--- src/rtl/pll_seq_pkg.sv ---
// Shared types and helpers for the PLL reset sequencer.
// Holds the state encoding, status counter width and counter sizing.
package pll_seq_pkg;

  typedef enum logic [2:0] {
    ST_PLL_RST,
    ST_WAIT_LOCK,
    ST_STABLE,
    ST_RELEASE,
    ST_RUN
  } state_t;

  localparam int STAT_W = 8;

  localparam int DEF_PLL_RST_CYCLES      = 50;
  localparam int DEF_LOCK_STABLE_CYCLES  = 1000;
  localparam int DEF_LOCK_TIMEOUT_CYCLES = 50000;
  localparam int DEF_STAGGER_CYCLES      = 16;

  function automatic int cnt_width(
    input int a,
    input int b,
    input int c,
    input int d
  );
    int m;
    m = a;
    if (b > m) m = b;
    if (c > m) m = c;
    if (d > m) m = d;
    return $clog2(m) + 1;
  endfunction

  localparam int CNT_W = cnt_width(
    DEF_PLL_RST_CYCLES, DEF_LOCK_STABLE_CYCLES,
    DEF_LOCK_TIMEOUT_CYCLES, DEF_STAGGER_CYCLES);

  function automatic logic [STAT_W-1:0] sat_inc(
    input logic [STAT_W-1:0] v
  );
    return (v == '1) ? v : v + STAT_W'(1);
  endfunction

endpackage

--- src/rtl/pll_reset_sequencer_sync_2ff.sv ---
// Two-flop synchronizer for a single asynchronous level.
// Both stages clear on the synchronous reset.
module sync_2ff (
  input  logic clk,
  input  logic rst,
  input  logic d,
  output logic q
);
  logic s1_q, s1_d;
  logic s2_q, s2_d;

  always_comb begin
    s1_d = d;
    s2_d = s1_q;
  end

  always_ff @(posedge clk) begin
    if (rst) begin
      s1_q <= 1'b0;
      s2_q <= 1'b0;
    end else begin
      s1_q <= s1_d;
      s2_q <= s2_d;
    end
  end

  assign q = s2_q;
endmodule

--- src/rtl/pll_reset_sequencer.sv ---
// PLL reset / lock qualification and staggered domain reset release.
// One shared cycle counter times every state; all outputs registered.
module pll_reset_sequencer
  import pll_seq_pkg::*;
#(
  parameter int PLL_RST_CYCLES      = 50,
  parameter int LOCK_STABLE_CYCLES  = 1000,
  parameter int LOCK_TIMEOUT_CYCLES = 50000,
  parameter int STAGGER_CYCLES      = 16,
  parameter int N_DOMAINS           = 3
) (
  input  logic                 refclk,
  input  logic                 rst,
  input  logic                 locked,
  input  logic                 force_relock,
  output logic                 pll_rst,
  output logic [N_DOMAINS-1:0] domain_rst,
  output logic                 ready,
  output logic [STAT_W-1:0]    lock_loss_cnt,
  output logic [STAT_W-1:0]    retry_cnt
);
  localparam int CW = cnt_width(
    PLL_RST_CYCLES, LOCK_STABLE_CYCLES,
    LOCK_TIMEOUT_CYCLES, STAGGER_CYCLES);

  typedef logic [CW-1:0] cnt_t;

  localparam cnt_t PLL_LAST = cnt_t'(PLL_RST_CYCLES - 1);
  localparam cnt_t STB_LAST = cnt_t'(LOCK_STABLE_CYCLES - 1);
  localparam cnt_t TO_LAST  = cnt_t'(LOCK_TIMEOUT_CYCLES - 1);
  localparam cnt_t STG_LAST = cnt_t'(STAGGER_CYCLES - 1);

  logic locked_s;

  sync_2ff u_sync (
    .clk (refclk),
    .rst (rst),
    .d   (locked),
    .q   (locked_s)
  );

  state_t               state_q;
  cnt_t                 cnt_q;
  logic                 pll_rst_q;
  logic [N_DOMAINS-1:0] dom_q;
  logic                 ready_q;
  logic [STAT_W-1:0]    loss_q;
  logic [STAT_W-1:0]    retry_q;

  logic                 relock;
  logic                 lost;
  logic [N_DOMAINS-1:0] dom_shift;

  // Domains release from bit 0 upward, one bit per shift.
  assign dom_shift = dom_q << 1;
  assign relock = force_relock && (state_q != ST_PLL_RST);
  assign lost   = !locked_s &&
                  (state_q == ST_RELEASE || state_q == ST_RUN);

  always_ff @(posedge refclk) begin
    if (rst) begin
      state_q   <= ST_PLL_RST;
      cnt_q     <= '0;
      pll_rst_q <= 1'b1;
      dom_q     <= '1;
      ready_q   <= 1'b0;
      loss_q    <= '0;
      retry_q   <= '0;
    end else if (relock || lost) begin
      state_q   <= ST_PLL_RST;
      cnt_q     <= '0;
      pll_rst_q <= 1'b1;
      dom_q     <= '1;
      ready_q   <= 1'b0;
      // A requested relock is not a lock loss.
      if (!relock) loss_q <= sat_inc(loss_q);
    end else begin
      case (state_q)
        ST_PLL_RST: begin
          if (cnt_q == PLL_LAST) begin
            state_q   <= ST_WAIT_LOCK;
            cnt_q     <= '0;
            pll_rst_q <= 1'b0;
          end else begin
            cnt_q <= cnt_q + cnt_t'(1);
          end
        end
        ST_WAIT_LOCK: begin
          if (locked_s) begin
            state_q <= ST_STABLE;
            cnt_q   <= '0;
          end else if (cnt_q == TO_LAST) begin
            state_q   <= ST_PLL_RST;
            cnt_q     <= '0;
            pll_rst_q <= 1'b1;
            retry_q   <= sat_inc(retry_q);
          end else begin
            cnt_q <= cnt_q + cnt_t'(1);
          end
        end
        ST_STABLE: begin
          if (!locked_s) begin
            state_q <= ST_WAIT_LOCK;
            cnt_q   <= '0;
          end else if (cnt_q == STB_LAST) begin
            cnt_q <= '0;
            dom_q <= dom_shift;
            if (dom_shift == '0) begin
              state_q <= ST_RUN;
              ready_q <= 1'b1;
            end else begin
              state_q <= ST_RELEASE;
            end
          end else begin
            cnt_q <= cnt_q + cnt_t'(1);
          end
        end
        ST_RELEASE: begin
          if (cnt_q == STG_LAST) begin
            cnt_q <= '0;
            dom_q <= dom_shift;
            if (dom_shift == '0) begin
              state_q <= ST_RUN;
              ready_q <= 1'b1;
            end
          end else begin
            cnt_q <= cnt_q + cnt_t'(1);
          end
        end
        ST_RUN: begin
          ready_q <= 1'b1;
          dom_q   <= '0;
        end
        default: begin
          state_q   <= ST_PLL_RST;
          cnt_q     <= '0;
          pll_rst_q <= 1'b1;
          dom_q     <= '1;
          ready_q   <= 1'b0;
        end
      endcase
    end
  end

  assign pll_rst       = pll_rst_q;
  assign domain_rst    = dom_q;
  assign ready         = ready_q;
  assign lock_loss_cnt = loss_q;
  assign retry_cnt     = retry_q;
endmodule
--- config.mk ---
export PLATFORM = sky130hd
export DESIGN_NAME = pll_reset_sequencer
export DESIGN_NICKNAME = d
export VERILOG_FILES = /design/src/rtl/pll_seq_pkg.sv /design/src/rtl/pll_reset_sequencer_sync_2ff.sv /design/src/rtl/pll_reset_sequencer.sv
export SDC_FILE = /design/constraint.sdc
export NUM_CORES = 1
export LEC_CHECK = 0
export CAP_MARGIN = 0
export CORE_ASPECT_RATIO = 1.5
export CORE_MARGIN = 1.5
export CORE_UTILIZATION = 50
export CTS_BUF_LIST = sky130_fd_sc_hd__clkbuf_16
export CTS_CLUSTER_DIAMETER = 30
export DETAILED_ROUTE_END_ITERATION = 12
export GPL_TIMING_DRIVEN = 0
export PLACE_DENSITY_LB_ADDON = 0.05
export SLEW_MARGIN = 20
export SYNTH_ARGS = -nofsm -noshare
export SYNTH_HDL_FRONTEND = slang
export SYNTH_SLANG_ARGS = --single-unit
--- constraint.sdc ---
create_clock -name refclk -period 2 [get_ports refclk]
set_input_delay 0.6 -clock refclk [delete_from_list [all_inputs] [get_ports refclk]]
set_output_delay 0.6 -clock refclk [all_outputs]
set_load 0.02 [all_outputs]
==> impl_metrics.csv <==
group,metric,value,unit
run_status,outcome,"finished, violations left",
run_status,violations,"negative setup slack",
worst_hold_path,hold_path.class,"register to register",
sta,post-route-min-period,2110,ps
synthesis,yosysSeqAreaShare,37.3,%
critical_path,slowest_stage,"or4_4",
clock_network,clock-root-buffer,"clkbuf_16",
sta,whs,447,ps
synthesis,async_flop_share,0,%
synthesis,synth_edf_count,0,
die,fp.coreArea,4470,sq um
clock_network,cts_buffers,5,
layout,fin_cells,368,
clock_network,clock-sinks,43,
critical_path,required,2170,ps
global_routing,grtUsageTotal,22.9,%
sta,max-slew-margin-rel,70.4,%
clock_network,cts_tree,"built",
clock_network,clk_pin_slew,60,ps
synthesis,netlist_area,2310,sq um
power,p_leak,1.14,nW
clock_network,htree_levels,2,
placement,place_ws,-348,ps
synthesis,yosysUniqueCellTypes,61,
power,p_per_area,608,nW/um^2
sta,rsz0062_at_grt,"true",
sta,slew_viol_final,0,
synthesis,synthCells,272,
detailed_routing,avgRoutedWirePerCell,15.4,um
placement,gp_congestion,0.825,
critical_path,slowest_delay,500,ps
placement,dp.cells,344,
die,num_io_pins,25,
die,dieArea,5040,sq um
critical_path,cp_max_fo,8,
detailed_routing,postRouteAntennaNets,0,
critical_path,r2r_setup_slack,-110,ps
sta,finalSetupTns,-890,ps
global_routing,antenna_found_initial,0,
synthesis,yosysTopAreaCell,"dfxtp_1",
detailed_routing,drt_iter0_drc,107,
sta,worst_pin_slew,442,ps
global_routing,grt_max_degree,13,
placement,place_area,2610,sq um
power,finalPower,1.83,mW
sta,fin_skew,4.37,ps
worst_hold_path,min_from,"u_sync.s1_q",
global_routing,first_global_vias,2077,
clock_network,hold_buffers,0,
layout,post-route-util,67.5,%
sta,hold_viol,0,
layout,syn_to_final_growth,30.7,%
global_routing,grt_pass1_wl,8.96,mm
sta,setup_viol,18,
critical_path,worstPathCellList,"ha_4 -> nand4b_1 -> or4_4 -> o211ai_4 -> nand4_4 -> buf_4 -> a31o_1 -> o2bb2ai_1",
die,start_util,51.7,%
synthesis,synth_fp_nets,280,
layout,drive_gt1_share,20.6,%
detailed_routing,vias,2193,
critical_path,cp.arrival,2290,ps
global_routing,grt-ovfl-total,0,
die,fp-row-count,30,
critical_path,reg2reg_depth,8,
job,maxCapViolCount,0,
synthesis,yosys-top-cells-area,"dfxtp_1 37%, nor2_1 5.2%, nand3_1 4.6%",
sta,max_freq,0.473,GHz
critical_path,cp-start-kind,"register",
die,die_height,86.2,um
detailed_routing,first_pass_iters,4,
critical_path,r2r_end,"cnt_q[5]",
synthesis,yosys_warnings,0,
detailed_routing,drc,0,
placement,portBuffers,24,
layout,final_nets,328,
placement,hpwlAfterDp,3.83,mm
worst_hold_path,holdPathEnd,"u_sync.q",
layout,fin_area,3020,sq um
synthesis,synth_top_area_share,37.3,%
die,die_w,58.5,um
power,ir_drop,603,uV
clock_network,cts_buffer_depth,2,
sta,finalWorstSetupSlack,-115,ps
critical_path,cp-end-kind,"register",
layout,nFillCells,388,
synthesis,syn_avg_cell_area,8.49,sq um
synthesis,ys_ff_latch,43,
worst_hold_path,whs_path_depth,1,
synthesis,synth_ff_type,"dfxtp_1",
clock_network,clk-insertion-delay-late,280,ps
detailed_routing,drt_wl_total,5.67,mm
sta,period_share,106,%
critical_path,worstSetupPathType,"register to register",
critical_path,reg2reg_from,"cnt_q[1]",
layout,antenna_cells,0,
detailed_routing,vias_per_cell,5.96,
==> cell type report <==
cell class,count,area (sq um),area share (%)
buffer,12,80.1,2.65
timing repair buffer,42,375,12.4
multi-input combinational,206,1440,47.6
clock buffer,5,125,4.15
tap,48,60.1,1.99
clock inverter,2,33.8,1.12
inverter,10,37.5,1.24
sequential,43,870,28.8
==> Yosys cell counts, drive strengths merged, types with 5 or more instances <==
master / instances
nor3: 7
or3: 5
buf: 9
nand3: 21
nand4: 11
xor2: 9
dfxtp: 43
nor2: 32
xnor2: 8
o21ai: 11
inv: 10
a31oi: 6
nand2: 26
==> layer usage <==
| layer | GRT usage (%) | vias to the layer above | part of all wire, % |
|---|---|---|---|
| li1 | - | 1086 | - |
| met1 | 24.4 | 1034 | 40 |
| met2 | 41.7 | 60 | 53 |
| met3 | 4.63 | 13 | 3.9 |
| met4 | 10.6 | 0 | 2.8 |
| met5 | 0 | - | 0 |
==> registers in the layout, indices dropped and copies added, names as in the netlist <==
register and count:
cnt_q 17, domain_rst 3, retry_cnt 8, lock_loss_cnt 8, ready 1, u_sync.s1_q 1, state_q 3, u_sync.q 1
pll_rst 1
==> layout by cell type (no fill, tap or decap), types with 3 or more instances in the layout <==
cell type | synthesis | layout
a211oi_1 | 4 | 4
a21oi_1 | 4 | 3
a31oi_1 | 6 | 6
and3_1 | 4 | 4
buf_2 | 4 | 3
buf_4 | 3 | 19
clkbuf_16 | 0 | 5
clkdlybuf4s50_1 | 0 | 23
dfxtp_1 | 43 | 40
ha_1 | 4 | 3
inv_1 | 10 | 11
mux2i_1 | 4 | 4
nand2_1 | 26 | 25
nand2b_1 | 3 | 3
nand3_1 | 21 | 19
nand4_1 | 10 | 10
nor2_1 | 32 | 31
nor3_1 | 3 | 3
nor3_4 | 0 | 3
o211ai_1 | 3 | 3
o21ai_0 | 4 | 3
o21ai_1 | 6 | 6
o22ai_1 | 3 | 3
or3_1 | 5 | 5
xnor2_1 | 8 | 8
xor2_1 | 9 | 9
==> logic make-up (layout without fill, tap and decap cells) <==
group / after synthesis / in the layout / share of synthesized area, %
fa+ha+maj: 4 / 4 / 2.17
xor+xnor: 17 / 17 / 6.45
flops: 43 / 43 / 37.3
simple gates: 132 / 132 / 31.6
mux: 4 / 4 / 1.73
buf+inv: 23 / 71 / 4.82
compound gates: 49 / 49 / 15.9
==> critical path, delay by kind of cell (launching register included) <==
family | cells | cell delay, ps
and+or+nand+nor | 3 | 790
adders and majority gates | 1 | 140
buffers and inverters | 1 | 190
AOI/OAI and AO/OA | 3 | 520
DFF | 1 | 360
==> worst max path at each step <==
stage	from	end	slack [ps]	cells past startpoint
after floorplan	cnt_q[0]	cnt_q[16]	-40	8
after global placement	rst	domain_rst[0]	-330	5
after detailed placement	rst	state_q[2]	-350	5
after CTS	cnt_q[1]	state_q[1]	-90	8
after global routing	cnt_q[1]	cnt_q[16]	-190	8
final	cnt_q[1]	cnt_q[5]	-110	8
==> repair_timing <==
action,in CTS,in global routing
gates cloned,1,1
pin swaps,6,4
setup buffers,10,6
resized for setup,14,14
setup endpoints to repair,32,37
==> where the power goes <==
| part | switching [mW] | internal, mW | total, mW | leakage, nW |
|---|---|---|---|---|
| sequential | 0.00640 | 0.864 | 0.870 | 0.349 |
| clock | 0.307 | 0.577 | 0.884 | 0.0811 |
| combinational | 0.0436 | 0.0365 | 0.0801 | 0.711 |
Power figures use the tool's default switching activity.
